--- config.mk ---
export PLATFORM = sky130hd
export DESIGN_NAME = alu_rr_scheduler
export DESIGN_NICKNAME = d
export VERILOG_FILES = /design/src/rtl/alu_pkg.sv /design/src/rtl/alu_core.sv /design/src/rtl/alu_rr_scheduler.sv
export SDC_FILE = /design/constraint.sdc
export NUM_CORES = 1
export LEC_CHECK = 0
export ABC_CLOCK_PERIOD_IN_PS = 3300
export CELL_PAD_IN_SITES_DETAIL_PLACEMENT = 1
export CELL_PAD_IN_SITES_GLOBAL_PLACEMENT = 1
export CORE_MARGIN = 2
export CORE_UTILIZATION = 39
export DETAILED_ROUTE_END_ITERATION = 7
export PLACE_DENSITY = 0.88
export RECOVER_POWER = 25
export SKIP_CTS_REPAIR_TIMING = 1
export SLEW_MARGIN = 15
export SYNTH_ARGS = -nofsm -noshare
export SYNTH_HDL_FRONTEND = slang
export SYNTH_HIERARCHICAL = 1
export SYNTH_SLANG_ARGS = --single-unit
--- constraint.sdc ---
create_clock -name clk -period 3.3 [get_ports clk]
set_input_delay 0.66 -clock clk [delete_from_list [all_inputs] [get_ports clk]]
set_output_delay 0.66 -clock clk [all_outputs]
set_load 0.01 [all_outputs]
--- src/rtl/alu_pkg.sv ---
// alu_pkg: opcode constants, scheduler state type and default datapath width
package alu_pkg;
  localparam int ALU_WIDTH = 8;
  localparam logic [3:0] ROR   = 4'd0;
  localparam logic [3:0] ADD   = 4'd1;
  localparam logic [3:0] XOR   = 4'd2;
  localparam logic [3:0] NAND  = 4'd3;
  localparam logic [3:0] SUB   = 4'd4;
  localparam logic [3:0] SGT   = 4'd5;
  localparam logic [3:0] SEQ   = 4'd6;
  localparam logic [3:0] XNOR  = 4'd7;
  localparam logic [3:0] MAX   = 4'd8;
  localparam logic [3:0] PASSB = 4'd9;
  typedef enum logic [1:0] {IDLE, EXEC, RESP} state_t;
endpackage

--- src/rtl/alu_core.sv ---
// alu_core: combinational 10-opcode ALU
// ports: opcode, input1/input2 operands, shiftValue rotate amount -> result, carry/zero/overflow flags
module alu_core
  import alu_pkg::*;
#(
  parameter int WIDTH = ALU_WIDTH
) (
  input  logic [3:0]       opcode,
  input  logic [WIDTH-1:0] input1,
  input  logic [WIDTH-1:0] input2,
  input  logic [4:0]       shiftValue,
  output logic [WIDTH-1:0] result,
  output logic             carryFlag,
  output logic             zeroFlag,
  output logic             overFlowFlag
);
  logic [WIDTH:0]     sum, dif;
  logic [2*WIDTH-1:0] rot;
  logic [4:0]         amt;
  always_comb begin
    amt = shiftValue % 5'(WIDTH);
    // rotate right: shift a doubled copy so wrapped bits land in the low half
    rot = {input1, input1} >> amt;
    sum = {1'b0, input1} + {1'b0, input2};
    dif = {1'b0, input1} - {1'b0, input2};
    result = '0;
    carryFlag = 1'b0;
    overFlowFlag = 1'b0;
    case (opcode)
      ROR:   result = rot[WIDTH-1:0];
      ADD: begin
        result = sum[WIDTH-1:0];
        carryFlag = sum[WIDTH];
        overFlowFlag = (input1[WIDTH-1] == input2[WIDTH-1]) && (sum[WIDTH-1] != input1[WIDTH-1]);
      end
      XOR:   result = input1 ^ input2;
      NAND:  result = ~(input1 & input2);
      SUB: begin
        result = dif[WIDTH-1:0];
        carryFlag = dif[WIDTH];
        overFlowFlag = (input1[WIDTH-1] != input2[WIDTH-1]) && (dif[WIDTH-1] != input1[WIDTH-1]);
      end
      SGT:   result = WIDTH'($signed(input1) > $signed(input2));
      SEQ:   result = WIDTH'(input1 == input2);
      XNOR:  result = ~(input1 ^ input2);
      MAX:   result = input1 > input2 ? input1 : input2;
      PASSB: result = input2;
      default: result = '0;
    endcase
    zeroFlag = result == '0;
  end
endmodule

--- src/rtl/alu_rr_scheduler.sv ---
// alu_rr_scheduler: round-robin sharing of one alu_core between two valid/ready requesters
// ports: req_valid/req_ready + packed {r1,r0} opcode/operands/shiftValue in; rsp_valid/rsp_ready,
// shared rsp_result and flags out; op_count (response handshakes, saturating) when ALU_RR_SCHEDULER_STATS_EN
module alu_rr_scheduler
  import alu_pkg::*;
#(
  parameter int WIDTH = ALU_WIDTH
) (
  input  logic               clk,
  input  logic               rst,
  input  logic [1:0]         req_valid,
  output logic [1:0]         req_ready,
  input  logic [7:0]         req_opcode,
  input  logic [2*WIDTH-1:0] req_input1,
  input  logic [2*WIDTH-1:0] req_input2,
  input  logic [9:0]         req_shiftValue,
  output logic [1:0]         rsp_valid,
  input  logic [1:0]         rsp_ready,
  output logic [WIDTH-1:0]   rsp_result,
  output logic               rsp_carryFlag,
  output logic               rsp_zeroFlag,
  output logic               rsp_overFlowFlag
`ifdef ALU_RR_SCHEDULER_STATS_EN
  ,
  output logic [15:0]        op_count
`endif
);
  state_t           state_q, state_d;
  logic             rr_q, rr_d, gidx_q, gidx_d;
  logic [3:0]       op_q, op_d;
  logic [WIDTH-1:0] a_q, a_d, b_q, b_d, res_q, res_d;
  logic [4:0]       sh_q, sh_d;
  logic             c_q, c_d, z_q, z_d, v_q, v_d;
  logic             grant, rsp_hs;
  logic [WIDTH-1:0] alu_res;
  logic             alu_c, alu_z, alu_v;
`ifdef ALU_RR_SCHEDULER_STATS_EN
  logic [15:0]      cnt_q, cnt_d;
`endif
  alu_core #(.WIDTH(WIDTH)) u_core (
    .opcode      (op_q),
    .input1      (a_q),
    .input2      (b_q),
    .shiftValue  (sh_q),
    .result      (alu_res),
    .carryFlag   (alu_c),
    .zeroFlag    (alu_z),
    .overFlowFlag(alu_v)
  );
  always_comb begin
    // favoured requester wins, otherwise fall back to the other one
    grant = req_valid[rr_q] ? rr_q : ~rr_q;
    req_ready = (state_q == IDLE && |req_valid) ? (grant ? 2'b10 : 2'b01) : 2'b00;
    rsp_valid = state_q == RESP ? (gidx_q ? 2'b10 : 2'b01) : 2'b00;
    rsp_hs = state_q == RESP && rsp_ready[gidx_q];
    state_d = state_q;
    rr_d = rr_q;
    gidx_d = gidx_q;
    op_d = op_q;
    a_d = a_q;
    b_d = b_q;
    sh_d = sh_q;
    res_d = res_q;
    c_d = c_q;
    z_d = z_q;
    v_d = v_q;
    if (|req_ready) begin
      state_d = EXEC;
      gidx_d = grant;
      op_d = grant ? req_opcode[7:4] : req_opcode[3:0];
      a_d = grant ? req_input1[2*WIDTH-1:WIDTH] : req_input1[WIDTH-1:0];
      b_d = grant ? req_input2[2*WIDTH-1:WIDTH] : req_input2[WIDTH-1:0];
      sh_d = grant ? req_shiftValue[9:5] : req_shiftValue[4:0];
    end
    if (state_q == EXEC) begin
      state_d = RESP;
      res_d = alu_res;
      c_d = alu_c;
      z_d = alu_z;
      v_d = alu_v;
    end
    if (rsp_hs) begin
      state_d = IDLE;
      rr_d = ~gidx_q;
    end
  end
`ifdef ALU_RR_SCHEDULER_STATS_EN
  assign cnt_d = (rsp_hs && cnt_q != 16'hFFFF) ? cnt_q + 16'd1 : cnt_q;
  assign op_count = cnt_q;
`endif
  always_ff @(posedge clk) begin
    if (rst) begin
      state_q <= IDLE;
      rr_q <= 1'b0;
      gidx_q <= 1'b0;
      op_q <= '0;
      a_q <= '0;
      b_q <= '0;
      sh_q <= '0;
      res_q <= '0;
      c_q <= 1'b0;
      z_q <= 1'b0;
      v_q <= 1'b0;
`ifdef ALU_RR_SCHEDULER_STATS_EN
      cnt_q <= '0;
`endif
    end else begin
      state_q <= state_d;
      rr_q <= rr_d;
      gidx_q <= gidx_d;
      op_q <= op_d;
      a_q <= a_d;
      b_q <= b_d;
      sh_q <= sh_d;
      res_q <= res_d;
      c_q <= c_d;
      z_q <= z_d;
      v_q <= v_d;
`ifdef ALU_RR_SCHEDULER_STATS_EN
      cnt_q <= cnt_d;
`endif
    end
  end
  assign rsp_result = res_q;
  assign rsp_carryFlag = c_q;
  assign rsp_zeroFlag = z_q;
  assign rsp_overFlowFlag = v_q;
endmodule

==> results of run 1 <==
-- metal layers --
metal | wire length [um] | global-route usage, % | share of wire, %
met4 | 412 | 8.84 | 3.0
met2 | 6710 | 46.7 | 49
met1 | 5890 | 34.7 | 43
met3 | 777 | 3.04 | 5.6
met5 | 0 | 0 | 0
-- critical path, cell delays in order, from the launching register on --
cell and delay, ns:
dfxtp_1 0.37, inv_1 0.06, ha_1 0.46, and3_4 0.26, and4_2 0.31, nor2_1 0.12
a21oi_4 0.33, a21o_1 0.17, o21ai_0 0.08, a221o_1 0.31, nor4b_2 0.25, nand2_1 0.07
a21oi_1 0.13
-- power by group through the flow --
stage	Combinational (mW)	Sequential, mW	Clock (mW)
5_1_grt	1.44	0.619	0.369
4_1_cts	1.32	0.606	0.348
3_5_place_dp	1.30	0.616	0
6_report	1.33	0.608	0.343
3_3_place_gp	1.26	0.608	0
2_1_floorplan	0.895	0.591	0
-- how the worst max path moves through the flow --
stage | start | end | depth (start not counted)
2_1_floorplan | b_q[1] | rsp_zeroFlag | 12
3_5_place_dp | b_q[2] | rsp_zeroFlag | 12
3_3_place_gp | b_q[4] | rsp_zeroFlag | 12
4_1_cts | b_q[2] | rsp_zeroFlag | 12
6_report | b_q[2] | rsp_zeroFlag | 12
5_1_grt | a_q[0] | rsp_zeroFlag | 13
-- final cells by class --
cell class              instances  area share (%)
clock buffers                   6            1.77
flip-flops and latches         38            16.3
multi-input cells             387            57.5
well taps                     129            3.46
clock inverters                 2           0.268
inverters                      17            1.37
repair buffers                 99            19.3
-- flip-flops by register name, summed over array words and instances (netlist names) --
signal            cells
sh_q                  3
rsp_overFlowFlag      1
rsp_zeroFlag          1
rsp_result            8
b_q                   8
op_q                  4
gidx_q                1
rr_q                  1
state_q               2
rsp_carryFlag         1
a_q                   8
-- stage by stage --
step                      instance area (um^2)  setup WS, ns  total power [mW]  std cells  utilization, %
after floorplan                           3730         0.566              1.49        484               -
after global placement                    4570         0.414              1.86        670            49.5
after detailed placement                  4570         0.346              1.92        670            49.5
after CTS                                 4670         0.323              2.27        678            50.5
after global routing                      4660        0.0321              2.42        678            50.5
final                                     4660         0.274              2.28        678            50.5
==> reports/metrics.csv, run 1 <==
stage,metric,value,unit
setup_path,critPathArrivalTime,3.23,ns
global_route,grt_first_pass_wirelength,22200,um
worst_hold_path,holdPathStages,2,
detailed_routing,drc_errors,0,
sta,timing.hold.ws,0.457,ns
synthesis,syn-num-nets,558,
sta,tightest_slew,2.26,ns
setup_path,reg2reg_depth,12,
sta,period_share,91.7,%
clocking,clockBufferDepth,2,
layout,multi_input_area,2680,um^2
sta,skew,0.00801,ns
status,violations,"max-capacitance violations, max-slew violations",
synthesis,avgSynthCellArea,7.70,um^2
detailed_routing,routed_wl,13800,um
setup_path,critPathKind,register to register,
power_and_ir_drop,intPower,1.26,mW
clocking,cts_tree,built,
die,die_w,102,um
detailed_routing,vias,4157,
setup_path,required,3.51,ns
layout,final_common_cell,clkdlybuf4s50_1,
die,start_util,40.4,%
power_and_ir_drop,p_seq_share,26.6,%
global_route,grt_max_degree,39,
sta,max_freq,331,MHz
worst_hold_path,hp-start,rsp_result[3],
die,die_area,10400,um^2
layout,antenna-diode-count,0,
clocking,cts_max_level,2,
place,gp_congestion,1.02,
detailed_routing,ant_nets,0,
global_route,grt_antenna_before_repair,0,
status,status,"finished, violations left",
layout,nNetsFinal,622,
detailed_routing,drtIter0Drc,283,
clocking,clk_pin_slew,0.08,ns
die,rows,35,
layout,num-fill-cells,1132,
power_and_ir_drop,swShare,44.7,%
setup_path,r2r_start,b_q[2],
layout,final_cell_mix,"clkdlybuf4s50_1 (56), a21oi_1 (55), o21ai_0 (46)",
synthesis,syn_inst,484,
clocking,cts_buffers,5,
detailed_routing,firstDrtPassIters,5,
power_and_ir_drop,power.switching,1.02,mW
setup_path,startpoint_type,register,
detailed_routing,wire_per_inst,20.3,um
worst_hold_path,min_to,rsp_result[3],
power_and_ir_drop,p_leak,1.72,nW
die,coreArea,9240,um^2
detailed_routing,via_per_inst,6.13,
setup_path,end_kind,register,
layout,syn_to_final_growth,25.1,%
power_and_ir_drop,powerDensity,490,nW/um^2
sta,rsz0062_at_grt,no,
synthesis,synthesis.area,3730,um^2
flow_run,drv_cap,1,
layout,drive_above_1_share,14.2,%
clocking,clock-root-buffer,clkbuf_8,
sta,hold_viol,0,
clocking,clk_latency,0.30,ns
sta,fin_setup_tns,0,ns
setup_path,r2r_slack,0.27,ns
place,port_buffers,66,
sta,finalSetupViolations,0,
die,pin_count,71,
synthesis,yosys_warnings,6,
place,dpl.hpwl,10700,um
layout,seqCellArea,761,um^2
global_route,grt_use_total,26.9,%
power_and_ir_drop,power_frac_comb,58.3,%
die,die_y,102,um
worst_hold_path,hold_path_class,register to register,
power_and_ir_drop,max-vdd-ir-drop,0.237,mV
sta,min_period,3.03,ns
sta,slew_violations,39,
clocking,clock-sinks,38,
setup_path,r2r_end,rsp_zeroFlag,
global_route,grt_pass1_vias,4267,
sta,max_slew_margin,-51.0,%
setup_path,critPathMaxFanout,9,
global_route,overflow,0,
power_and_ir_drop,clkPwrFrac,15.0,%
Power figures use the tool's default switching activity.
==> run 2: changes to the inputs <==
--- a/config.mk
+++ b/config.mk
@@ -15,2 +15,3 @@
 export RECOVER_POWER = 25
+export SETUP_SLACK_MARGIN = 0.05
 export SKIP_CTS_REPAIR_TIMING = 1
--- a/constraint.sdc
+++ b/constraint.sdc
@@ -3,2 +3,2 @@
 set_output_delay 0.66 -clock clk [all_outputs]
-set_load 0.01 [all_outputs]
+set_load 0.1 [all_outputs]
==> reports/metrics.csv, run 2 (synthesized netlist as in run 1, its figures left out) <==
stage,metric,value,unit,change
status,status,"finished, final reports clean",,"was finished, violations left"
clocking,clk_latency,0.30,ns,about the same
detailed_routing,vias,4319,,was 4157
die,die_y,102,um,unchanged
layout,drive_above_1_share,16.8,%,was 14.2%
power_and_ir_drop,powerDensity,531,nW/um^2,was 490 nW/um^2
detailed_routing,via_per_inst,6.33,,was 6.13
die,rows,35,,unchanged
layout,fin_cells,682,,was 678
setup_path,startpoint_type,register,,unchanged
setup_path,slowest_delay,0.46,ns,about the same
setup_path,r2r_start,b_q[7],,was b_q[2]
die,die_w,102,um,unchanged
detailed_routing,drc_errors,0,,unchanged
global_route,overflow,0,,unchanged
setup_path,r2r_end,rsp_zeroFlag,,unchanged
sta,fin_setup_tns,0,ns,unchanged
sta,hold_viol,0,,unchanged
detailed_routing,routed_wl,14500,um,was 13800 um
layout,finish.utilization,50.5,%,about the same
worst_hold_path,hold_path_class,register to register,,unchanged
place,port_buffers,66,,unchanged
sta,skew,0.0143,ns,was 0.00801 ns
place,dp_slack,0.231,ns,was 0.346 ns
worst_hold_path,holdPathStages,2,,unchanged
clocking,cts_buffers,5,,unchanged
power_and_ir_drop,p_leak,1.71,nW,was 1.72 nW
detailed_routing,drtIter0Drc,317,,was 283
power_and_ir_drop,power.total,2.48,mW,was 2.28 mW
global_route,grt_first_pass_wirelength,22300,um,was 22200 um
sta,fin_ws,0.207,ns,was 0.274 ns
sta,max_slew_margin,19.9,%,was -51.0%
setup_path,critPathMaxFanout,5,,was 9
die,coreArea,9240,um^2,unchanged
die,die_area,10400,um^2,unchanged
layout,antenna-diode-count,0,,unchanged
worst_hold_path,hp-start,rsp_result[3],,unchanged
setup_path,crit_top_cell,nor2_1,,
layout,syn_to_final_growth,25.3,%,was 25.1%
clocking,clockBufferDepth,2,,unchanged
global_route,grt_max_degree,39,,unchanged
place,gp_congestion,1.00,,was 1.02
setup_path,end_kind,register,,unchanged
setup_path,reg2reg_depth,13,,was 12
sta,period_share,93.7,%,was 91.7%
layout,final_cell_mix,"a21oi_1 (54), clkdlybuf4s50_1 (48), o21ai_0 (46)",,"was clkdlybuf4s50_1 (56), a21oi_1 (55), o21ai_0 (46)"
clocking,clk_pin_slew,0.09,ns,was 0.08 ns
place,dpl.hpwl,10900,um,was 10700 um
sta,rsz0062_at_grt,no,,unchanged
sta,max_freq,323,MHz,was 331 MHz
clocking,clock-root-buffer,clkbuf_8,,unchanged
layout,final_common_cell,a21oi_1,,was clkdlybuf4s50_1
setup_path,required,3.45,ns,was 3.51 ns
sta,slew_violations,0,,was 39
detailed_routing,ant_nets,0,,unchanged
power_and_ir_drop,max-vdd-ir-drop,0.253,mV,was 0.237 mV
layout,nNetsFinal,626,,was 622
setup_path,path_cells,inv_1 -> ha_1 -> and3_1 -> and4_2 -> nor2_1 -> a21oi_4 -> buf_4 -> mux2i_1 -> o211ai_1 -> nor2_1 -> nor4b_2 -> nand2_1 -> a21oi_1,,was inv_1 -> ha_1 -> and3_4 -> and4_2 -> nor2_1 -> a21oi_4 -> a21o_1 -> o21ai_0 -> a221o_1 -> nor4b_2 -> nand2_1 -> a21oi_1
detailed_routing,firstDrtPassIters,6,,was 5
sta,finalSetupViolations,0,,unchanged
die,start_util,40.4,%,unchanged
sta,min_period,3.09,ns,was 3.03 ns
global_route,grt_use_total,27.6,%,was 26.9%
setup_path,critPathArrivalTime,3.24,ns,was 3.23 ns
setup_path,r2r_slack,0.21,ns,was 0.27 ns
sta,tightest_slew,1.21,ns,was 2.26 ns
clocking,clock-sinks,38,,unchanged
flow_run,drv_cap,0,,was 1
global_route,grt_pass1_vias,4288,,was 4267
clocking,cts_max_level,2,,unchanged
place,dp_cells,671,,was 670
clocking,cts_tree,built,,unchanged
die,pin_count,71,,unchanged
worst_hold_path,min_to,rsp_result[3],,unchanged
detailed_routing,wire_per_inst,21.2,um,was 20.3 um
global_route,grt_antenna_before_repair,0,,unchanged
setup_path,critPathKind,register to register,,unchanged
setup_path,critPathSlowestCell,dfxtp_1,,was ha_1
[run 2: stage by stage]
stage / cell area (um^2) / hold slack (ns)
6_report: 4670 / 0.461
5_1_grt: 4670 / 0.489
4_1_cts: 4670 / 0.467
3_5_place_dp: 4570 / 0.455
3_3_place_gp: 4570 / 0.446
2_1_floorplan: 3740 / 0.475
[run 2: power breakdown]
group / switching (mW) / internal [mW] / total [mW]
Combinational: 0.915 / 0.598 / 1.51
Sequential: 0.101 / 0.518 / 0.618
Clock: 0.179 / 0.168 / 0.347
[run 2: worst max-delay path, delay by kind of cell, from the launching register on]
family | cells | cell delay (ns)
mux | 1 | 0.11
flops | 1 | 0.46
simple gates | 6 | 1.26
compound gates | 3 | 0.50
fa+ha+maj | 1 | 0.32
buf+inv | 2 | 0.29
[run 2: worst max-delay path by stage]
stage                     startpoint           end
after floorplan               b_q[1]  rsp_zeroFlag
after global placement        b_q[6]  rsp_zeroFlag
after detailed placement      a_q[0]  rsp_zeroFlag
after CTS                     a_q[0]  rsp_zeroFlag
after global routing          b_q[7]  rsp_zeroFlag
final                         b_q[7]  rsp_zeroFlag
[run 2: metal layers]
metal | share of wire, % | GRT usage, % | up-vias
li1 | - | - | 1949
met1 | 40 | 34.2 | 2069
met2 | 48 | 47.5 | 240
met3 | 7.4 | 4.97 | 61
met4 | 4.7 | 10.5 | 0
met5 | 0 | 0 | -
[run 2: layout make-up]
type,instances,area (um^2)
Clock buffer,6,82.6
Clock inverter,2,12.5
Fill cell,1148,4570
Inverter,17,63.8
Multi-Input combinational cell,388,2710
Sequential cell,38,761
Tap cell,129,161
Timing Repair Buffer,102,880
